--- config.mk ---
export PLATFORM = sky130hd
export DESIGN_NAME = imm_encoder
export DESIGN_NICKNAME = d
export VERILOG_FILES = /design/src/rtl/arm_pkg.sv /design/src/rtl/imm_encoder_fit.sv /design/src/rtl/imm_encoder.sv
export SDC_FILE = /design/constraint.sdc
export NUM_CORES = 1
export LEC_CHECK = 0
export ABC_AREA = 1
export ABC_CLOCK_PERIOD_IN_PS = 4650
export CORE_MARGIN = 4
export CORE_UTILIZATION = 60
export DETAILED_ROUTE_END_ITERATION = 10
export PLACE_DENSITY = 0.95
export SLEW_MARGIN = 20
export SYNTH_ARGS = -nofsm -noshare
export SYNTH_HDL_FRONTEND = slang
export SYNTH_SLANG_ARGS = --single-unit
--- constraint.sdc ---
create_clock -name clk -period 4.65 [get_ports clk]
set_clock_uncertainty 0.1 [all_clocks]
set_input_delay 0.93 -clock clk [delete_from_list [all_inputs] [get_ports clk]]
set_output_delay 0.93 -clock clk [all_outputs]
set_load 0.02 [all_outputs]
--- src/rtl/arm_pkg.sv ---
// Shared types and constants for the ARM shifter-operand immediate encoder.
package arm_pkg;

  // Search states: direct pass, optional inverted pass, one-cycle result pulse.
  typedef enum logic [1:0] {
    IDLE       = 2'd0,
    SEARCH     = 2'd1,
    SEARCH_INV = 2'd2,
    DONE       = 2'd3
  } imm_enc_state_t;

  localparam int ROT_STEPS = 16;  // rotate_imm values per pass
  localparam int ROT_W     = 4;   // width of rotate_imm
  localparam int IMM_W     = 8;   // width of immed_8
  localparam int SHOP_W    = 12;  // {rotate_imm, immed_8}

  // Rotate left by two bits: stepping the candidate by one rotate_imm unit.
  function automatic logic [31:0] rol2(input logic [31:0] x);
    return {x[29:0], x[31:30]};
  endfunction

endpackage

--- src/rtl/imm_encoder_fit.sv ---
// Combinational fit test: a rotated candidate is encodable when only its
// low byte carries ones; that byte is then the immed_8 field.
import arm_pkg::*;

module imm_fit_check (
  input  logic [31:0]      work,
  output logic             fit,
  output logic [IMM_W-1:0] immed_8
);

  // One zero-detect per upper byte.
  logic [2:0] byte_zero;

  for (genvar gi = 0; gi < 3; gi++) begin : g_byte_zero
    assign byte_zero[gi] = (work[8*(gi+1) +: 8] == 8'h00);
  end

  assign fit     = &byte_zero;
  assign immed_8 = work[IMM_W-1:0];

endmodule

--- src/rtl/imm_encoder.sv ---
// Iterative search for an ARM data-processing immediate {rotate_imm, immed_8}
// such that value == ROR(immed_8, 2*rotate_imm). One rotation is tested per
// cycle; when the direct pass fails, ~value may be tried (MOV->MVN, AND->BIC).
import arm_pkg::*;

module imm_encoder #(
  parameter bit ALLOW_INVERT = 1'b1
) (
  input  logic              clk,
  input  logic              rst,
  input  logic              start,
  input  logic [31:0]       value,
  output logic              busy,
  output logic              done,
  output logic              found,
  output logic              inverted,
  output logic [SHOP_W-1:0] shifter_operand
);

  localparam logic [ROT_W-1:0] ROT_LAST = ROT_W'(ROT_STEPS - 1);

  imm_enc_state_t    state_q, state_d;
  logic [31:0]       work_q, work_d;      // candidate rotated left by 2*rot_cnt
  logic [31:0]       value_q, value_d;    // captured request, source of the inverted pass
  logic [ROT_W-1:0]  rot_cnt_q, rot_cnt_d;
  logic              busy_q, busy_d;
  logic              done_q, done_d;
  logic              found_q, found_d;
  logic              inverted_q, inverted_d;
  logic [SHOP_W-1:0] shop_q, shop_d;

  logic              fit;
  logic [IMM_W-1:0]  immed_8;

  imm_fit_check u_fit (
    .work    (work_q),
    .fit     (fit),
    .immed_8 (immed_8)
  );

  // Next-state and registered-output logic for the search FSM.
  always_comb begin
    state_d    = state_q;
    work_d     = work_q;
    value_d    = value_q;
    rot_cnt_d  = rot_cnt_q;
    busy_d     = busy_q;
    done_d     = 1'b0;
    found_d    = found_q;
    inverted_d = inverted_q;
    shop_d     = shop_q;

    case (state_q)
      IDLE: begin
        if (start) begin
          value_d    = value;
          work_d     = value;
          rot_cnt_d  = '0;
          busy_d     = 1'b1;
          found_d    = 1'b0;
          inverted_d = 1'b0;
          shop_d     = '0;
          state_d    = SEARCH;
        end
      end

      SEARCH, SEARCH_INV: begin
        if (fit) begin
          // First hit is the smallest rotate_imm of the current pass.
          shop_d     = {rot_cnt_q, immed_8};
          found_d    = 1'b1;
          inverted_d = (state_q == SEARCH_INV);
          busy_d     = 1'b0;
          state_d    = DONE;
        end else if (rot_cnt_q != ROT_LAST) begin
          work_d    = rol2(work_q);
          rot_cnt_d = rot_cnt_q + 1'b1;
        end else if ((state_q == SEARCH) && ALLOW_INVERT) begin
          work_d    = ~value_q;
          rot_cnt_d = '0;
          state_d   = SEARCH_INV;
        end else begin
          found_d    = 1'b0;
          inverted_d = 1'b0;
          shop_d     = '0;
          busy_d     = 1'b0;
          state_d    = DONE;
        end
      end

      DONE: begin
        done_d  = 1'b1;
        state_d = IDLE;
      end

      default: begin
        state_d = IDLE;
        busy_d  = 1'b0;
      end
    endcase
  end

  // State and output registers; reset aborts any search in progress.
  always_ff @(posedge clk) begin
    if (rst) begin
      state_q    <= IDLE;
      work_q     <= '0;
      value_q    <= '0;
      rot_cnt_q  <= '0;
      busy_q     <= 1'b0;
      done_q     <= 1'b0;
      found_q    <= 1'b0;
      inverted_q <= 1'b0;
      shop_q     <= '0;
    end else begin
      state_q    <= state_d;
      work_q     <= work_d;
      value_q    <= value_d;
      rot_cnt_q  <= rot_cnt_d;
      busy_q     <= busy_d;
      done_q     <= done_d;
      found_q    <= found_d;
      inverted_q <= inverted_d;
      shop_q     <= shop_d;
    end
  end

  assign busy            = busy_q;
  assign done            = done_q;
  assign found           = found_q;
  assign inverted        = inverted_q;
  assign shifter_operand = shop_q;

endmodule

==> summary.md <==
| Metric | Value |
|---|---|
| Required time of the worst setup path | 4800 ps |
| Most common cell after layout, fill and taps aside | sky130_fd_sc_hd__nand2_1 |
| Adder and majority gate portion of the synthesized area | 0.01466 |
| Post-cts gate resize count | 0 |
| Leakage component of the power | 2.042 nW |
| Area Overhead vs Synth | 15.22% |
| FF+latch count, synth | 86 |
| Pwr Total | 3.965 mW |
| Starting DRC count in detailed routing | 430 |
| DR vias | between 4,000 and 5,000 |
| Main combinational cell family by area after synthesis | simple AND/OR/NAND/NOR gates |
| Number of buffers added by the clock tree synthesis step | 9 |
| Die Area | around 8500 µm² |
| Port bufs | 50 |
| Worst-path maximum fanout | 30 |
| Half-perimeter wire length of the detailed placement result | 6576 µm |
| Post-CTS Setup Inserts | 0 |
| First-pass GRT wire length | 17,930 µm |
| Share of synthesized cell area in and, or, nand and nor gates | 0.3442 |
| Number of enable-type register cells in the synthesized netlist | 0 |
| Post-route setup TNS | 0 ps |
| Kind of critical path | flip-flop to flip-flop |
| TritonCTS clock tree | done |
| Asr flop ratio synth | 0 |
| TritonCTS sink count | 86 |
| Starting density of the core | 0.6213 |
| Max frequency | 324.8 MHz |
| Net count of the finished layout | between 700 and 800 |
| Slew @ Worst Pin | 1026 ps |
| Clock-pin slew on the worst setup and hold paths | 80 ps |
| Worst-case headroom to the max-slew limit | 0.3143 |
| Fraction of post-synthesis cell area in the top cell type by area | 0.4034 |
| Maximum VDD drop | 432.0 µV |
| Status | finished, final reports clean |
| Timing startpoint of the critical path | state_q[0] |
| Placement row count | 30 |
| Number of global-route vias before repair | 3,953 |
| Standard cell core area | 6869 µm² |
| Number of max-cap violations | 0 |
| Overall fraction of global-route tracks in use | 0.2534 |
| Mapped cell area | 4268 µm² |
| Hold path startpoint | work_q[24] |
| TritonRoute pass-1 iters | 5 |
| Total area of sequential cells | between 1500 and 2000 µm² |
| Multiplexer share of the synthesized area | 0 |
| Net count of the mapped netlist | 682 |
| Clk Latency, worst-skew pair | about 350 ps |
| Path class of the lowest-slack min-delay path | flip-flop to flip-flop |
| Wire length per cell | about 14 µm |
| RSZ-0062 raised after global routing | no |
| Crit start category | flip-flop |
| Time the final worst path needs with I/O delays and setup | between 3000 and 4000 ps |
| Total setup violations reported at the end of the flow | 0 |
| Number of distinct library cells after synthesis | 24 |
| Number of instances in the synthesized netlist | 642 |
| Via density | 5.695 |
| Nature of the critical path endpoint | flip-flop |
| Antenna cells | 0 |
| Die extent in y | 92.34 µm |
| Area of combinational cells with multiple inputs | between 2000 and 2500 µm² |
| Hold bufs inserted after CTS | 0 |
| Total number of H-tree levels | 3 |
| Largest area contributor in the netlist | sky130_fd_sc_hd__dfxtp_1 |
| Cells taking the most area after synthesis | sky130_fd_sc_hd__dfxtp_1 40%, sky130_fd_sc_hd__nand2_1 17%, sky130_fd_sc_hd__nor2_1 8.3% |
| Boundary Pins | just over 50 |
| # DRC | 0 |
| Final hold violations | 0 |
| Fill cell count | ~530 |
| Share of the synthesized area in compound gates (AO/OA/AOI/OAI) | 0.1586 |
| Congestion Overflow GR | 0 |
| Mean cell area of the mapped netlist | 6.648 µm² |
| Ratio of cells with drive above 1 in the final layout | 0.05547 |
| Power density relative to cell area | slightly above 800 nW/µm² |
| Most frequent cells in the layout | 197 x sky130_fd_sc_hd__nand2_1, 94 x sky130_fd_sc_hd__nor2_1, 86 x sky130_fd_sc_hd__dfxtp_1 |
| Total of warnings raised by yosys | 0 |
| Post-route antenna net violation count | 0 |
| Fin. max-slew vios | 0 |
| Final worst path period share | 0.6622 |
| Most used flip-flop cell after synthesis | sky130_fd_sc_hd__dfxtp_1 |
| Buffer depth of the longest clock path | 2 |
| Routed WL | roughly 11,000 µm |
| Worst Path Arrival | between 3000 and 4000 ps |
| Placer Congestion | 0.8274 |
| Worst R2R Start | state_q[0] |
| Sequential fraction of the synthesis area | 0.4034 |
| Antenna violations before repair | 0 |
| Synthesized-area fraction occupied by xor and xnor cells | 0 |
| Pin count of the biggest net entering global routing | 66 |
| Root cell of the clock tree | sky130_fd_sc_hd__clkbuf_8 |
| Die width | 92.34 µm |
-- routing by layer --
layer  vias up  global-route usage  wire length, µm
met3        25             0.03981              805
met4         0              0.1114              226
li1       2136                   -                -
met1      1970              0.3265             4301
met5         -                   0                0
met2       214              0.4193             5205
-- state kept, by name, indices dropped and copies added, names as in the netlist --
name,count
busy,1
done,1
found,1
inverted,1
rot_cnt_q,4
shifter_operand,12
state_q,2
value_q,32
work_q,32
-- critical path, cell delays in order, from the launching register on --
cell and delay (ps):
sky130_fd_sc_hd__dfxtp_1 390, sky130_fd_sc_hd__inv_1 90, sky130_fd_sc_hd__ha_1 660, sky130_fd_sc_hd__buf_4 400, sky130_fd_sc_hd__nand2_1 140, sky130_fd_sc_hd__nand3_1 780, sky130_fd_sc_hd__nand3_1 220, sky130_fd_sc_hd__nand2_1 130
sky130_fd_sc_hd__nor2_1 50
-- per-stage QoR --
stage	cells	utilization	setup slack, ps	hold WS, ps	area [µm²]
6_report	763	0.7158	1571	384.6	4917
5_1_grt	763	0.7158	1347	407.5	4917
4_1_cts	763	0.7158	1628	384.5	4917
3_5_place_dp	749	0.6873	1698	367.0	4721
3_3_place_gp	749	0.6873	1834	360.7	4721
2_1_floorplan	642	-	2723	349.5	4268
-- power breakdown --
part           switching (mW)  internal (mW)
combinational            1.51          0.755
clock                   0.262          0.272
sequential              0.176          0.992
total                    1.95           2.02
-- synthesized netlist by cell type (2+ instances only) --
cell type / number
sky130_fd_sc_hd__a21oi_1: 61
sky130_fd_sc_hd__buf_1: 4
sky130_fd_sc_hd__buf_2: 18
sky130_fd_sc_hd__buf_4: 4
sky130_fd_sc_hd__buf_6: 4
sky130_fd_sc_hd__clkbuf_1: 20
sky130_fd_sc_hd__clkinv_1: 2
sky130_fd_sc_hd__dfxtp_1: 86
sky130_fd_sc_hd__ha_1: 5
sky130_fd_sc_hd__inv_1: 19
sky130_fd_sc_hd__nand2_1: 197
sky130_fd_sc_hd__nand3_1: 18
sky130_fd_sc_hd__nand3_2: 2
sky130_fd_sc_hd__nand4_1: 31
sky130_fd_sc_hd__nor2_1: 94
sky130_fd_sc_hd__nor2_4: 4
sky130_fd_sc_hd__o21ai_0: 39
sky130_fd_sc_hd__o21ai_1: 28
-- worst paths after layout --
check | cells after the start | endpoint | slack (ps)
min | 2 | work_q[24] | 380
max reg2reg | 8 | shifter_operand[9] | 1570
max | 8 | shifter_operand[9] | 1570
min reg2reg | 2 | work_q[24] | 380
-- cell families (layout without fill, tap and decap cells) --
logic type / after synthesis / after routing
compound gates: 131 / 131
fa+ha+maj: 5 / 5
buf+inv: 72 / 97
flops: 86 / 86
simple gates: 348 / 348
-- final cells by class --
type	count	area share
multi-input cells	484	0.4501
inverters	22	0.01679
repair buffers	61	0.1186
clock buffers	11	0.03079
flip-flops and latches	86	0.3501
clock inverters	3	0.009160
well taps	96	0.02443
(Power assumes the default switching activity.)
